File: src/rtl/mux_rr_arbiter_pkg.sv
// rtl/mux_rr_arbiter_pkg.sv - shared types and constants for the round-robin mux arbiter
package mux_arb_pkg;

    localparam int N_REQ = 4;
    localparam int SEL_W = 2;

    typedef enum logic {
        IDLE = 1'b0,
        FULL = 1'b1
    } arb_state_t;

    typedef logic [SEL_W-1:0] sel_t;
    typedef logic [N_REQ-1:0] req_t;

    // Result of one round-robin search: winning index and whether anyone asked
    typedef struct packed {
        logic found;
        sel_t idx;
    } rr_pick_t;

endpackage

File: src/rtl/mux_rr_arbiter_if.sv
// rtl/mux_rr_arbiter_if.sv - requester/sink bundle for the round-robin mux arbiter
interface mux_rr_arbiter_if #(
    parameter int DATA_W = 8
);
    import mux_arb_pkg::*;

    req_t              req;
    logic [DATA_W-1:0] din0;
    logic [DATA_W-1:0] din1;
    logic [DATA_W-1:0] din2;
    logic [DATA_W-1:0] din3;
    req_t              gnt;
    sel_t              sel;
    logic              out_valid;
    logic [DATA_W-1:0] out_data;
    logic              out_ready;

    // Arbiter side
    modport slave (
        input  req, din0, din1, din2, din3, out_ready,
        output gnt, sel, out_valid, out_data
    );

    // Producers plus sink side
    modport master (
        output req, din0, din1, din2, din3, out_ready,
        input  gnt, sel, out_valid, out_data
    );

endinterface

File: src/rtl/mux_rr_arbiter_mux4.sv
// rtl/mux_rr_arbiter_mux4.sv - combinational 4:1 data mux shared by the requesters
module mux4
    import mux_arb_pkg::*;
#(
    parameter int DATA_W = 8
) (
    input  logic [DATA_W-1:0] din0,
    input  logic [DATA_W-1:0] din1,
    input  logic [DATA_W-1:0] din2,
    input  logic [DATA_W-1:0] din3,
    input  sel_t              sel,
    output logic [DATA_W-1:0] dout
);

    // Pure select; the arbiter registers the result
    always_comb begin
        dout = din0;
        case (sel)
            2'd0:    dout = din0;
            2'd1:    dout = din1;
            2'd2:    dout = din2;
            default: dout = din3;
        endcase
    end

endmodule

File: src/rtl/mux_rr_arbiter.sv
// rtl/mux_rr_arbiter.sv - round-robin arbiter driving a shared 4:1 mux into a valid/ready output register
module mux_rr_arbiter
    import mux_arb_pkg::*;
#(
    parameter int DATA_W    = 8,
    parameter bit ASSERT_EN = 1'b1
) (
    input  logic             clk,
    input  logic             rst,
    mux_rr_arbiter_if.slave  bus
);

    // First requester at or after ptr, wrapping 3 -> 0; descending scan so the
    // smallest offset from ptr is the last (winning) assignment
    function automatic rr_pick_t rr_pick(input req_t req, input sel_t ptr);
        rr_pick_t r;
        sel_t     idx;
        r.found = 1'b0;
        r.idx   = ptr;
        for (int k = N_REQ - 1; k >= 0; k--) begin
            idx = ptr + sel_t'(k);
            if (req[idx]) begin
                r.found = 1'b1;
                r.idx   = idx;
            end
        end
        return r;
    endfunction

    arb_state_t        state_q, state_d;
    logic [DATA_W-1:0] data_q,  data_d;
    sel_t              sel_q,   sel_d;
    sel_t              ptr_q,   ptr_d;

    rr_pick_t          pick;
    logic              load;
    req_t              gnt_c;
    logic [DATA_W-1:0] mux_out;

    // Winner search and load decision; a reset cycle never grants
    always_comb begin
        pick = rr_pick(bus.req, ptr_q);
        load = !rst && pick.found && (state_q == IDLE || bus.out_ready);
    end

    mux4 #(
        .DATA_W (DATA_W)
    ) u_mux (
        .din0 (bus.din0),
        .din1 (bus.din1),
        .din2 (bus.din2),
        .din3 (bus.din3),
        .sel  (pick.idx),
        .dout (mux_out)
    );

    // Next-state, capture and grant generation
    always_comb begin
        state_d = state_q;
        data_d  = data_q;
        sel_d   = sel_q;
        ptr_d   = ptr_q;
        gnt_c   = '0;

        if (load) begin
            gnt_c[pick.idx] = 1'b1;
            data_d          = mux_out;
            sel_d           = pick.idx;
            ptr_d           = pick.idx + sel_t'(1);
        end

        case (state_q)
            IDLE: begin
                if (load) state_d = FULL;
            end
            FULL: begin
                if (bus.out_ready && !load) state_d = IDLE;
            end
            default: state_d = IDLE;
        endcase
    end

    // State and output registers; reset drops any held word
    always_ff @(posedge clk) begin
        if (rst) begin
            state_q <= IDLE;
            data_q  <= '0;
            sel_q   <= '0;
            ptr_q   <= '0;
        end else begin
            state_q <= state_d;
            data_q  <= data_d;
            sel_q   <= sel_d;
            ptr_q   <= ptr_d;
        end
    end

    assign bus.gnt       = gnt_c;
    assign bus.sel       = sel_q;
    assign bus.out_valid = (state_q == FULL);
    assign bus.out_data  = data_q;

    if (ASSERT_EN) begin : g_assert
        logic              chk_vld_q,  chk_vld_d;
        logic [DATA_W-1:0] chk_data_q, chk_data_d;

        // Independent pick of the winning input, bypassing mux4, as reference
        always_comb begin
            chk_vld_d  = load;
            chk_data_d = chk_data_q;
            if (load) begin
                case (pick.idx)
                    2'd0:    chk_data_d = bus.din0;
                    2'd1:    chk_data_d = bus.din1;
                    2'd2:    chk_data_d = bus.din2;
                    default: chk_data_d = bus.din3;
                endcase
            end
        end

        // Remember what should have been captured at the last load edge
        always_ff @(posedge clk) begin
            if (rst) begin
                chk_vld_q  <= 1'b0;
                chk_data_q <= '0;
            end else begin
                chk_vld_q  <= chk_vld_d;
                chk_data_q <= chk_data_d;
            end
        end

        // Grant/select/data consistency checks
        always_comb begin
            a_gnt_onehot: assert ($onehot0(gnt_c))
                else $error("%0t gnt not onehot0: %b", $time, gnt_c);
            a_gnt_req: assert ((gnt_c & ~bus.req) == '0)
                else $error("%0t gnt without req: gnt=%b req=%b", $time, gnt_c, bus.req);
            a_valid_state: assert (bus.out_valid == (state_q == FULL))
                else $error("%0t out_valid disagrees with state", $time);
            a_capture: assert (!chk_vld_q || data_q == chk_data_q)
                else $error("%0t out_data %h != din_sel %h", $time, data_q, chk_data_q);
        end
    end

endmodule
File: src/flat_wrapper.sv
// flat-port wrapper written by rule: the top's interface ports become plain ports
module mux_rr_arbiter_flat import mux_arb_pkg::*;
#(
    parameter int DATA_W    = 8,
    parameter bit ASSERT_EN = 1'b1
)
  (clk, rst, bus_req, bus_din0, bus_din1, bus_din2, bus_din3, bus_out_ready, bus_gnt, bus_sel, bus_out_valid, bus_out_data);
  mux_rr_arbiter_if #(.DATA_W(DATA_W)) bus_i ();
  input  logic clk;
  input  logic rst;
  input wire logic [$bits(bus_i.req)-1:0] bus_req;
  input wire logic [$bits(bus_i.din0)-1:0] bus_din0;
  input wire logic [$bits(bus_i.din1)-1:0] bus_din1;
  input wire logic [$bits(bus_i.din2)-1:0] bus_din2;
  input wire logic [$bits(bus_i.din3)-1:0] bus_din3;
  input wire logic [$bits(bus_i.out_ready)-1:0] bus_out_ready;
  output wire logic [$bits(bus_i.gnt)-1:0] bus_gnt;
  output wire logic [$bits(bus_i.sel)-1:0] bus_sel;
  output wire logic [$bits(bus_i.out_valid)-1:0] bus_out_valid;
  output wire logic [$bits(bus_i.out_data)-1:0] bus_out_data;
  assign bus_i.req = bus_req;
  assign bus_i.din0 = bus_din0;
  assign bus_i.din1 = bus_din1;
  assign bus_i.din2 = bus_din2;
  assign bus_i.din3 = bus_din3;
  assign bus_i.out_ready = bus_out_ready;
  assign bus_gnt = bus_i.gnt;
  assign bus_sel = bus_i.sel;
  assign bus_out_valid = bus_i.out_valid;
  assign bus_out_data = bus_i.out_data;
  mux_rr_arbiter #(.DATA_W(DATA_W), .ASSERT_EN(ASSERT_EN)) u_core (.clk(clk), .rst(rst), .bus(bus_i));
endmodule
File: config.mk
export PLATFORM = sky130hd
export DESIGN_NAME = mux_rr_arbiter_flat
export DESIGN_NICKNAME = d
export VERILOG_FILES = /design/src/rtl/mux_rr_arbiter_pkg.sv /design/src/rtl/mux_rr_arbiter_if.sv /design/src/rtl/mux_rr_arbiter_mux4.sv /design/src/rtl/mux_rr_arbiter.sv /design/src/flat_wrapper.sv
export SDC_FILE = /design/constraint.sdc
export NUM_CORES = 1
export LEC_CHECK = 0
export CAP_MARGIN = 40
export CORE_MARGIN = 10
export CORE_UTILIZATION = 35
export DETAILED_ROUTE_END_ITERATION = 6
export PLACE_DENSITY = 0.76
export SLEW_MARGIN = 0
export SYNTH_ARGS = -nofsm -noshare
export SYNTH_HDL_FRONTEND = slang
export SYNTH_SLANG_ARGS = --single-unit
File: constraint.sdc
create_clock -name clk -period 3.5 [get_ports clk]
set_input_delay 0.35 -clock clk [delete_from_list [all_inputs] [get_ports clk]]
set_output_delay 0.35 -clock clk [all_outputs]
set_load 0.05 [all_outputs]
Yosys cells after proc, flatten, opt, wreduce, memory -nomap -nowiden. Index checks and enable logic that the tools add are counted. Widths: inputs -> output; s select.

Flip-flop bits (word level): 13.

$add $sub $neg: 4. $lt $le $gt $ge: 6. Equal/unequal tests: 2. Multiplexer cells: 19. Bitwise operators: 1. Reduce and logical (&&, ||, !) cells: 8.

Operators with widths (count): $pmux 8 s3 (1); $lt 2x3->1 const B (5); $mux 3 (4); $bmux 1 s2 (4); $mux 1 (7); $add 2x1->2 const B (2); $add 2x2->2 const B (2); $logic_and 1x1->1 (4); $mux 4 (1); $demux 1 s2 (1); $eq 2x1->1 const B (1); $eq 2x2->1 const B (1); $ge 2x1->1 const B (1); $logic_not 1->1 (2); $logic_not 2->1 (1); $pmux 1 s2 (1); $logic_or 1x1->1 (1); $not 1->1 (1).

Depth between registers and ports, before layout. Gate-level depths: netlist of the first run.

Depth after elaboration: 13. Mapped depth: 10. Depth with buffers taken out: 9.

Modules after synthesis. A second synthesis of the first run with hierarchy kept.

Cells, all modules: 89. Area, all modules: 885.8 um^2.

Modules (own cells, without submodules): mux_rr_arbiter (instances 1, cells an instance 79, area each 689.4 um^2, sequential area each 260.2 um^2); mux4 (instances 1, cells an instance 10, area each 196.4 um^2, sequential area each 0.0 um^2).

Worst setup path after synthesis of the first run. No wires, ideal clock.

Path kind: input -> output. Start point: input port bus_req[2]. End point: output port bus_gnt[1]. Arrival: 1746 ps. Slack: 1404 ps. Cell stages on the path: 7. Cells stage by stage: nor2b_1 -> o21ai_0 -> o211ai_1 -> inv_1 -> ha_1 -> clkbuf_1 -> and2_1.

RTL lines: from (decl) (RTL line flat_wrapper.sv:11) `input wire logic [$bits(bus_i.req)-1:0] bus_req;`; to (decl) (RTL line flat_wrapper.sv:17) `output wire logic [$bits(bus_i.gnt)-1:0] bus_gnt;`.

==> impl_metrics.csv, run 1 <==
group,metric,value,unit
worst_hold_path,worstHoldPathType,"reg -> reg",
synth,synth_cell_types,28,
synth,ys_async_sr_fraction,0,%
global_routing,grt_max_degree,17,
cells_and_area,antenna_cells,0,
critical_path,path_max_fanout,5,
floorplan,die_area,4940,um^2
sta,setup_viol_count_final,0,
sta,rsz0062_at_grt,"false",
sta,setup_ws,0.306,ns
placed_design,port_buffers,53,
cts,cts_tree,"built",
critical_path,crit_path_start_kind,"input port",
power,peakVddDrop,166,uV
power,p_leak,0.556,nW
cts,cts_num_sinks,13,
route,post-route-drc-count,0,
synth,synth.largest_area_cell,"dfxtp_1",
sta,setup_tns,0,ns
cts,clock_path_buffers,2,
sta,final_max_slew_viol_count,0,
floorplan,io_pins,54,
synth,synthFlopType,"dfxtp_1",
placed_design,hpwl,2450,um
cells_and_area,multi_input_area,564,um^2
floorplan,die_x,70.3,um
placed_design,placed_cells,176,
floorplan,start_util,36.1,%
sta,fin_crit_sh,91.2,%
placed_design,dpl_cell_area,1410,um^2
cts,htree_levels,1,
sta,fmax,313,MHz
placed_design,gp_congestion,0.698,
synth,yosys-top-cells-area,"dfxtp_1 (29%), a222oi_1 (9.0%), o211ai_1 (7.6%)",
placed_design,pre_cts_slack,0.195,ns
cells_and_area,register_area,260,um^2
critical_path,worstPathArrival,2.84,ns
cts,hold_buffers,0,
global_routing,grt_antenna_before_repair,0,
route,dr.pass1.iters,4,
route,vias_per_cell,5.28,
synth,syn-num-nets,143,
critical_path,criticalPathCategory,"in -> out",
synth,yosys_warnings,0,
sta,worst-slew-pin-transition,0.569,ns
sta,slew_headroom,61.9,%
cells_and_area,fillCellCount,225,
cells_and_area,syn2layout_area_growth,62.4,%
cts,clk_pin_slew,0.07,ns
sta,finalCriticalPeriod,3.19,ns
route,wire_per_inst,15.9,um
cells_and_area,drive_above_1_share,14.7,%
floorplan,core_area,2450,um^2
route,drt-initial-drc-count,32,
status,outcome,"finished, final reports clean",
cells_and_area,nNetsFinal,195,
critical_path,worst_setup_path_end_kind,"primary output",
floorplan,die_y,70.3,um
route,vias,950,
power,total_power,0.531,mW
cts,cts_made_buffers,3,
cells_and_area,final-instance-count-excl-fill,180,
synth,synth_top_area_share,29.4,%
job,cap_violations,0,
synth,synth-edff-count,0,
cts,insertion_delay,0.26,ns
global_routing,grt_usage,11.4,%
synth,synth_area_per_cell,8.95,um^2
route,totalWireLength,2860,um
route,antenna_left,0,
cells_and_area,fin_area,1440,um^2
synth,synth_area,886,um^2
global_routing,grt_overflow,0,
cts,clockRootBuffer,"clkbuf_4",
synth,ys_seq_area_share,29.4,%
global_routing,grt_pass1_wl,4880,um
floorplan,row_count,18,
sta,hold_violations,0,
synth,ys_ff_latch,13,
global_routing,grt_pass1_vias,1053,
synth,synthCells,99,
critical_path,crit_required,3.15,ns
power,p_per_area,369,nW/um^2
sta,finClkSkew,0.00178,ns
metrics by stage:
stage	util [%]	hold WS [ns]
after floorplan	-	0.526
after global placement	57.4	0.447
after detailed placement	57.4	0.448
after CTS	58.5	0.459
after global routing	58.6	0.477
final	58.6	0.456
timing repair:
| action | in CTS | in global routing |
|---|---|---|
| setup endpoints to repair | 0 | 1 |
| buffers inserted | 0 | 0 |
| gates resized for setup | 0 | 1 |
final cells by class:
type	instances	share of cell area [%]
multi-input cells	75	39.2
inverters	4	1.04
well taps	30	2.61
flip-flops and latches	13	18.1
repair buffers	54	37.2
clock buffers	4	1.83
Yosys cell counts (2+ instances only):
cell and count:
a21oi_1 3, a21oi_2 6, a222oi_1 8, and2_1 4, clkbuf_1 4, dfxtp_1 13
ha_1 5, inv_1 4, nand2_1 10, nand2_2 6, nand3b_1 3, nor2_1 3
nor2b_1 5, o211ai_1 9, o21ai_0 2, o21ai_1 2
sequential cells by signal, summed over array words and instances, names as in the netlist:
register              count
u_core.bus.out_data       8
u_core.bus.sel            2
u_core.ptr_q              2
u_core.bus.out_valid      1
metal layers:
layer	vias to the layer above	part of all wire [%]	routed length, um	global-route usage (%)
li1	472	-	-	-
met1	428	42	1190	12.6
met2	48	45	1300	18.4
met3	2	12	341	6.21
met4	0	0.81	23	3.29
met5	-	0	0	0
where the power goes:
| part | internal (mW) | total (mW) | switching, mW |
|---|---|---|---|
| clock | 0.0440 | 0.0885 | 0.0445 |
| combinational | 0.116 | 0.266 | 0.150 |
| sequential | 0.165 | 0.177 | 0.0122 |
layout by cell type (no fill, tap or decap), types with 2 or more instances in the layout:
cell / netlist / layout
a21oi_2: 6 / 6
nand2_2: 6 / 6
o211ai_1: 9 / 9
nand3b_1: 3 / 3
ha_1: 5 / 5
nand2_1: 10 / 10
nor2_1: 3 / 3
a21oi_1: 3 / 3
o21ai_1: 2 / 2
clkbuf_4: 0 / 3
and2_1: 4 / 4
a222oi_1: 8 / 8
buf_4: 1 / 3
clkdlybuf4s50_1: 0 / 50
inv_1: 4 / 4
dfxtp_1: 13 / 13
o21ai_0: 2 / 2
nor2b_1: 5 / 5
logic make-up after synthesis:
logic type	synth area share, %
buffers and inverters	6.92
flip-flops	29.4
AND/OR/NAND/NOR	25.0
adder cells (fa/ha/maj)	7.06
AO/OA/AOI/OAI	31.6
path summary, 6_finish.rpt:
kind | cells after the start | start | slack [ns] | end
worst max-delay path | 8 | bus_req[0] | 0.31 | bus_gnt[3]
worst min-delay path | 2 | u_core.bus.out_data[3] | 0.46 | u_core.bus.out_data[3]
worst min register to register | 2 | u_core.bus.out_data[3] | 0.46 | u_core.bus.out_data[3]
worst max register to register | 9 | u_core.ptr_q[0] | 1.21 | u_core.bus.out_data[3]
worst max-delay path, stage by stage:
cell	delay, ns
clkdlybuf4s50_1	0.58
nor2b_1	0.23
a21oi_1	0.06
o211ai_1	0.40
inv_1	0.15
ha_1	0.22
and2_1	0.13
clkdlybuf4s50_1	0.72
No activity file was read; power rests on OpenSTA's default activity.
==> inputs of run 2 (changes only) <==
Settings changed: CORE_MARGIN 10 to unset, SKIP_LAST_GASP set to 1.
==> impl_metrics.csv, run 2 (synthesized netlist as in run 1, its figures left out) <==
group,metric,value,unit
cells_and_area,syn2layout_area_growth,63.0,%
critical_path,crit_family,"buffers and inverters",
global_routing,grt.busiest_layer,"met2",
floorplan,die_area,2740,um^2
cells_and_area,final_common_cell,"clkdlybuf4s50_1",
global_routing,grt_overflow,0,
critical_path,cp_slowest_cell,"clkdlybuf4s50_1",
cells_and_area,largest_reg_flops,8,
placed_design,pre_cts_slack,0.180,ns
sta,setup_viol_count_final,0,
sta,slew_headroom,66.4,%
power,peakVddDrop,212,uV
global_routing,grt_usage,19.6,%
sta,finClkSkew,0.0118,ns
global_routing,grt_pass1_vias,899,
route,dr.pass1.iters,4,
critical_path,crit_chain,"clkdlybuf4s50_1 > nor2b_1 > a21oi_1 > o211ai_1 > inv_1 > ha_1 > and2_1 > clkdlybuf4s50_1",
critical_path,crit_top_cell,"clkdlybuf4s50_1",
sta,finalCriticalPeriod,3.13,ns
job,cap_violations,0,
power,p_leak,0.561,nW
placed_design,hpwl,1940,um
sta,hold_violations,0,
cts,clock_path_buffers,2,
cts,hold_buffers,0,
worst_hold_path,worstHoldPathType,"reg -> reg",
power,switching_share,39.3,%
status,outcome,"finished, final reports clean",
global_routing,grt_max_degree,17,
power,p_int,0.326,mW
route,vias_per_cell,5.34,
cells_and_area,drive_above_1_share,15.2,%
floorplan,row_count,17,
cts,cts_made_buffers,3,
sta,worst-slew-pin-transition,0.503,ns
placed_design,placed_cells,175,
critical_path,worst_setup_path_end_kind,"primary output",
floorplan,core_area,2300,um^2
route,wire_per_inst,13.6,um
placed_design,port_buffers,53,
power,pwr-share-comb,49.9,%
power,p_sw,0.211,mW
sta,whs,0.461,ns
sta,setup_tns,0,ns
cells_and_area,final-instance-count-excl-fill,179,
critical_path,crit_path_start_kind,"input port",
critical_path,path_max_fanout,5,
power,clkPwrFrac,17.4,%
power,pwr-share-seq,32.7,%
cells_and_area,fillCellCount,187,
cts,post_cts_buffers,0,
cts,cts_num_sinks,13,
critical_path,crit_required,3.15,ns
cts,clockRootBuffer,"clkbuf_4",
route,post-route-drc-count,0,
power,p_per_area,371,nW/um^2
floorplan,die_x,52.3,um
sta,rsz0062_at_grt,"false",
route,vias,955,
cts,insertion_delay,0.28,ns
route,antenna_left,0,
critical_path,criticalPathCategory,"in -> out",
global_routing,grt_antenna_before_repair,0,
global_routing,grt_pass1_wl,3910,um
cells_and_area,antenna_cells,0,
global_routing,grtUsageMet3,3.77,%
cts,clk_pin_slew,0.07,ns
power,total_power,0.536,mW
sta,fin_crit_sh,89.6,%
route,drt-initial-drc-count,44,
global_routing,use_met2,31.9,%
cells_and_area,most-common-layout-cells,"clkdlybuf4s50_1 (50), dfxtp_1 (13), nand2_1 (10)",
global_routing,met1_usage,24.9,%
cells_and_area,final_core_util,62.9,%
cells_and_area,nNetsFinal,196,
floorplan,io_pins,54,
sta,final_max_slew_viol_count,0,
cts,cts_tree,"built",
floorplan,start_util,38.6,%
critical_path,worstPathArrival,2.78,ns
placed_design,gp_congestion,0.812,
cts,ctsResizeCount,0,
critical_path,crit_buf_inv,3,
cts,htree_levels,1,
placed_design,dpl_cell_area,1420,um^2
floorplan,die_y,52.3,um
cells_and_area,fin_area,1440,um^2
sta,setup_ws,0.366,ns
route,totalWireLength,2440,um
sta,fmax,319,MHz
critical_path,cp_slowest_stage_delay,0.69,ns
==> run 2: metal layers <==
| layer | part of all wire (%) | vias up |
|---|---|---|
| met5 | 0 | - |
| met4 | 1.5 | 0 |
| met3 | 5.2 | 6 |
| met2 | 49 | 40 |
| met1 | 44 | 434 |
| li1 | - | 475 |
==> run 2: tightest hold or removal path, cell delays in order (launching register included) <==
cell,delay [ns]
dfxtp_1,0.32
nand2_2,0.06
a21oi_2,0.04
==> run 2: path summary, 6_finish.rpt <==
| check | endpoint | from | depth (start not counted) | slack, ns |
|---|---|---|---|---|
| max | bus_gnt[3] | bus_req[0] | 8 | 0.37 |
| min | u_core.bus.out_data[0] | u_core.bus.out_data[0] | 2 | 0.46 |
| max reg2reg | u_core.bus.out_data[5] | u_core.ptr_q[0] | 9 | 1.23 |
| min reg2reg | u_core.bus.out_data[0] | u_core.bus.out_data[0] | 2 | 0.46 |
==> run 2: area by class of cell <==
class	instances	area [um^2]	area share [%]
multi-input combinational	75	564	39.1
clock buffer	4	26.3	1.82
sequential	13	260	18.0
inverter	4	15.0	1.04
tap	28	35.0	2.43
timing repair buffer	55	543	37.6
==> run 2: power groups by stage <==
stage / logic [mW] / registers (mW) / clock network (mW)
6_report: 0.267 / 0.175 / 0.0934
5_1_grt: 0.290 / 0.177 / 0.106
4_1_cts: 0.270 / 0.175 / 0.0960
3_5_place_dp: 0.269 / 0.179 / 0
3_3_place_gp: 0.262 / 0.179 / 0
2_1_floorplan: 0.121 / 0.225 / 0
